$ cat config.mk
export PLATFORM = sky130hd
export DESIGN_NAME = pb_conditioner
export DESIGN_NICKNAME = d
export VERILOG_FILES = /design/src/rtl/pb_conditioner.sv
export SDC_FILE = /design/constraint.sdc
export NUM_CORES = 1
export LEC_CHECK = 0
export CORE_ASPECT_RATIO = 1.75
export CORE_MARGIN = 2
export CORE_UTILIZATION = 45
export CTS_CLUSTER_SIZE = 25
export DETAILED_ROUTE_END_ITERATION = 8
export GPL_TIMING_DRIVEN = 0
export SKIP_CTS_REPAIR_TIMING = 1
export SLEW_MARGIN = 20
export SYNTH_ARGS = -nofsm -noshare
export SYNTH_HDL_FRONTEND = slang
export SYNTH_SLANG_ARGS = --single-unit
$ cat constraint.sdc
create_clock -name basys_clock -period 3.5 [get_ports basys_clock]
set_clock_uncertainty 0.2 [all_clocks]
set_input_delay 0.875 -clock basys_clock [delete_from_list [all_inputs] [get_ports basys_clock]]
set_output_delay 0.875 -clock basys_clock [all_outputs]
set_load 0.005 [all_outputs]
$ cat src/rtl/pb_conditioner.sv
// pb_conditioner: synchronises, debounces and edge-detects the Basys3 pushbuttons,
// then turns the four direction buttons into a single auto-repeating move command.
module pb_conditioner #(
    parameter int DEB_CYCLES    = 1_000_000,
    parameter int REPEAT_DELAY  = 50_000_000,
    parameter int REPEAT_PERIOD = 15_000_000
) (
    input  logic       basys_clock,
    input  logic       reset_n,
    input  logic [4:0] pb,
    input  logic       enable,
    output logic [4:0] pb_db,
    output logic [4:0] pb_press,
    output logic       move_valid,
    output logic [1:0] move_dir,
    output logic       select_pulse
);
    localparam int DW   = $clog2(DEB_CYCLES) + 1;
    localparam int RMAX = REPEAT_DELAY > REPEAT_PERIOD ? REPEAT_DELAY : REPEAT_PERIOD;
    localparam int RW   = $clog2(RMAX) + 1;
    localparam logic [DW-1:0] DEB_LAST = DW'(DEB_CYCLES - 1);
    localparam logic [RW-1:0] DLY_LAST = RW'(REPEAT_DELAY - 1);
    localparam logic [RW-1:0] PER_LAST = RW'(REPEAT_PERIOD - 1);

    typedef enum logic [1:0] {IDLE, DELAY, PERIOD} state_e;

    logic [4:0]    sync1_q, sync2_q, db_q, db_d, press_q, press_d;
    logic [DW-1:0] deb_cnt_q [5];
    logic [DW-1:0] deb_cnt_d [5];
    state_e        state_q, state_d;
    logic [1:0]    dir_q, dir_d, new_dir;
    logic [RW-1:0] rpt_q, rpt_d;
    logic          mv_q, mv_d, sel_q, sel_d, new_press, held;

    always_comb begin
        db_d = db_q;
        for (int i = 0; i < 5; i++) begin
            deb_cnt_d[i] = '0;
            if (sync2_q[i] != db_q[i]) begin
                if (deb_cnt_q[i] == DEB_LAST) db_d[i] = sync2_q[i];
                else deb_cnt_d[i] = deb_cnt_q[i] + 1'b1;
            end
        end
        press_d = db_d & ~db_q;
    end

    // The FSM looks at the debouncer's next state so the move lands in the same cycle as pb_press
    assign new_press = |press_d[4:1];
    assign new_dir   = press_d[1] ? 2'd0 : press_d[4] ? 2'd3 : press_d[2] ? 2'd1 : 2'd2;
    assign held      = db_d[3'(dir_q) + 3'd1];

    always_comb begin
        state_d = state_q;
        dir_d   = dir_q;
        rpt_d   = rpt_q;
        mv_d    = 1'b0;
        sel_d   = press_d[0] & enable;
        if (!enable) begin
            state_d = IDLE;
            rpt_d   = '0;
        end else if (new_press) begin
            state_d = DELAY;
            dir_d   = new_dir;
            rpt_d   = '0;
            mv_d    = 1'b1;
        end else if (state_q != IDLE) begin
            if (!held) begin
                state_d = IDLE;
                rpt_d   = '0;
            end else if (rpt_q == (state_q == DELAY ? DLY_LAST : PER_LAST)) begin
                state_d = PERIOD;
                rpt_d   = '0;
                mv_d    = 1'b1;
            end else begin
                rpt_d = rpt_q + 1'b1;
            end
        end
    end

    always_ff @(posedge basys_clock or negedge reset_n) begin
        if (!reset_n) begin
            sync1_q   <= '0;
            sync2_q   <= '0;
            db_q      <= '0;
            press_q   <= '0;
            deb_cnt_q <= '{default: '0};
            state_q   <= IDLE;
            dir_q     <= '0;
            rpt_q     <= '0;
            mv_q      <= 1'b0;
            sel_q     <= 1'b0;
        end else begin
            sync1_q   <= pb;
            sync2_q   <= sync1_q;
            db_q      <= db_d;
            press_q   <= press_d;
            deb_cnt_q <= deb_cnt_d;
            state_q   <= state_d;
            dir_q     <= dir_d;
            rpt_q     <= rpt_d;
            mv_q      <= mv_d;
            sel_q     <= sel_d;
        end
    end

    assign pb_db        = db_q;
    assign pb_press     = press_q;
    assign move_valid   = mv_q;
    assign move_dir     = dir_q;
    assign select_pulse = sel_q;
endmodule

==> results.tsv <==
stage	metric	value	unit
cts	CTS Buffer Depth	2	
finish	fillers	1461	
cts	CTS tree	yes	
die	Die Wd	102	um
worst_hold_path	worst hold path type	reg -> reg	
place	Post-Place Cells	1018	
finish	Final #Nets	828	
worst_setup_path	Crit. Startpoint	deb_cnt_q[34]$_DFF_PN0_	
drt	routed vias	5609	
pwr	P per Cell Area	456	nW/um2
sta	fmax	302	MHz
drt	post-DR wirelength/cell	14.9	um
logic_synthesis	Synth async-reset ratio	1.00	
drt	vias per std cell	5.35	
die	area of the core	16400	um2
drt	Pre-antenna DRT Iters	5	
worst_setup_path	Reg-to-Reg Start	deb_cnt_q[34]$_DFF_PN0_	
die	Die ar.	17800	um2
worst_setup_path	flop2flop setup slack	0.18	ns
worst_setup_path	Critical Path AT	3.42	ns
cts	Root Buffer	clkbuf_16	
logic_synthesis	number of enable flip-flop cells after synthesis	0	
place	Port Buf Inserts	21	
die	row cnt	62	
sta	minimum clock period	3.32	ns
finish	register area	3950	um2
cts	CTS sink cnt	158	
drt	Routed Antenna Nets	0	
logic_synthesis	area leader, netlist	dfrtp_1	
cts	Num CTS Buffers	17	
worst_setup_path	crit end category	flop	
drt	Starting DRT DRC Count	244	
global_route	Overflow after GRT	0	
logic_synthesis	Synth top area share	0.526	
finish	share of layout cells above drive strength 1	0.0619	
logic_synthesis	synth warn	0	
logic_synthesis	Seq cells post-synth	158	
drt	final WL	15600	um
cts	H-tree depth	4	
logic_synthesis	Post-synth top flop	dfrtp_1	
worst_setup_path	reg-to-reg endpoint	rpt_q[20]$_DFFE_PN0P_	
global_route	number of global-route vias before repair	5870	
logic_synthesis	Yosys cell types	47	
sta	final slew viol count	0	
worst_setup_path	Crit Path Max Fanout	10	
sta	Slew @ Worst Pin	0.792	ns
logic_synthesis	top cells by area, synth	dfrtp_1, xor2_1, nor2_1	
logic_synthesis	Seq/Total Area, Yosys	0.526	
sta	# setup viols final	0	
drt	# DRC	0	
worst_setup_path	CP endpoint	rpt_q[20]$_DFFE_PN0P_	
place	placed instance area	8030	um2
sta	post-route clock period utilization	0.948	
die	height of the die	175	um
global_route	largest net degree at the start of global routing	103	
sta	headroom to the max-slew limit	0.467	
pwr	Leakage Power	3.69	nW
die	Ports	22	
logic_synthesis	commonest cells in the netlist	dfrtp_1, nor2_1, nand2_1, xor2_1, nand3_1	
logic_synthesis	Mean Syn Cell Area	9.73	um2
worst_setup_path	Critical Path Start Type	flop	
cts	worst-skew pair later-pin latency	0.42	ns
worst_setup_path	CP Class	reg -> reg	
finish	area added between synthesis and finish	15.3	%
place	GPL Wtd Cong	0.832	
finish	Final Util	0.529	
logic_synthesis	most common cell in the netlist	dfrtp_1	
global_route	GRT Overall Usage	0.193	
finish	ANT cells	0	
outcome	outcome	completed	
global_route	initial antenna violation count	0	
pwr	Worst VDD drop	0.000337	V
worst_setup_path	R2R cell count	9	
logic_synthesis	Syn Nets	787	
sta	unrepaired setup endpoints after global routing	no	
run	max cap viols	0	
worst_setup_path	Critical Path RT	3.60	ns
finish	non-filler cells in the finished layout	1048	
logic_synthesis	Post-Syn Area	7510	um2
finish	Multi-input gate area	3410	um2
logic_synthesis	Post-Syn Instances	772	
die	Initial Util	0.459	
cts	clk slew on worst S/H paths	0.06	ns
place	DP HPWL	11200	um
sta	Final Hold Viols	0	
finish	final instance area	8660	um2
global_route	first-pass GRT wire length	27200	um
pwr	total power	0.00395	W
==> layout by cell type, fill, tap and decap left out, drive strengths merged, types with 2 or more instances in the layout <==
cell and n:
bufinv 4, nand2b 6, or2 7, nand4 25
clkdlybuf4s50 20, clkinv 3, a21oi 26, xnor2 40
o21ai 22, and2 7, nor3 16, nor4 10
buf 5, mux2 4, clkbuf 37, inv 27
or4b 6, nor4b 6, nand2 60, and3 27
o311ai 3, o31ai 2, nor2 135, nand3 48
and4 3, dfrtp 158, or3 19, ha 7
o22ai 6, mux2i 2, a31oi 3, nor3b 4
xor2 58, o2111ai 4, or4 5
==> worst max-delay path, stage by stage (launching register included) <==
cell and delay (ns):
dfrtp_1 0.43, or4b_1 0.61, nor4_4 0.40, and2_1 0.21, mux2_2 0.37, o2bb2ai_2 0.22
nor4_4 0.11, nor2_2 0.30, buf_2 0.28, nor2_1 0.08
==> stage by stage <==
step / hold WS [ns] / setup TNS, ns / setup slack (ns)
floorplan: 0.131 / 0 / 0.492
CTS: 0.148 / -0.411 / -0.0482
finish: 0.149 / 0 / 0.184
global placement: 0.135 / -789.26 / -5.01
global route: 0.155 / 0 / 0.00400
detailed placement: 0.135 / -0.101 / -0.0319
==> cell type report <==
type / count / area share
flip-flops and latches: 158 / 0.456
plain buffers: 17 / 0.00765
clock buffers: 23 / 0.0552
clock inverters: 7 / 0.0156
inverters: 27 / 0.0117
multi-input cells: 570 / 0.393
well taps: 224 / 0.0324
repair buffers: 22 / 0.0280
==> metal layers <==
| layer | vias up | share of wire | global-route usage |
|---|---|---|---|
| li1 | 2729 | - | - |
| met1 | 2775 | 0.41 | 0.227 |
| met2 | 87 | 0.54 | 0.335 |
| met3 | 18 | 0.031 | 0.0456 |
| met4 | 0 | 0.016 | 0.0738 |
| met5 | - | 0 | 0 |
==> sequential cells by signal, indices dropped and copies added (netlist names) <==
register	count
sync1_q	5
sync2_q	5
deb_cnt_q	105
rpt_q	27
move_dir	2
pb_db	5
select_pulse	1
state_q	2
move_valid	1
pb_press	5
==> report_power, final <==
group          internal, W  total [W]  switching (W)
combinational    0.0000451   0.000143      0.0000979
clock              0.00124    0.00193       0.000693
sequential         0.00185    0.00187      0.0000218
total              0.00313    0.00395       0.000813
==> worst min path at each step <==
stage	startpoint	endpoint	slack [ns]	cells past startpoint
after floorplan	sync1_q[0]$_DFF_PN0_	sync2_q[0]$_DFF_PN0_	0.13	0
after global placement	sync1_q[2]$_DFF_PN0_	sync2_q[2]$_DFF_PN0_	0.14	0
after detailed placement	sync1_q[2]$_DFF_PN0_	sync2_q[2]$_DFF_PN0_	0.13	0
after CTS	sync1_q[2]$_DFF_PN0_	sync2_q[2]$_DFF_PN0_	0.15	0
after global routing	sync1_q[2]$_DFF_PN0_	sync2_q[2]$_DFF_PN0_	0.16	0
final	sync1_q[2]$_DFF_PN0_	sync2_q[2]$_DFF_PN0_	0.15	0
==> logic make-up (layout without fill, tap and decap cells) <==
logic type	after synthesis	after routing	share of synthesized area
AO/OA/AOI/OAI	73	73	0.0590
XOR/XNOR	98	98	0.114
adder cells (fa/ha/maj)	7	7	0.0117
buffers and inverters	44	96	0.0223
flip-flops	158	158	0.526
multiplexers	6	6	0.00866
AND/OR/NAND/NOR	386	386	0.258
No activity file was read; power rests on OpenSTA's default activity.
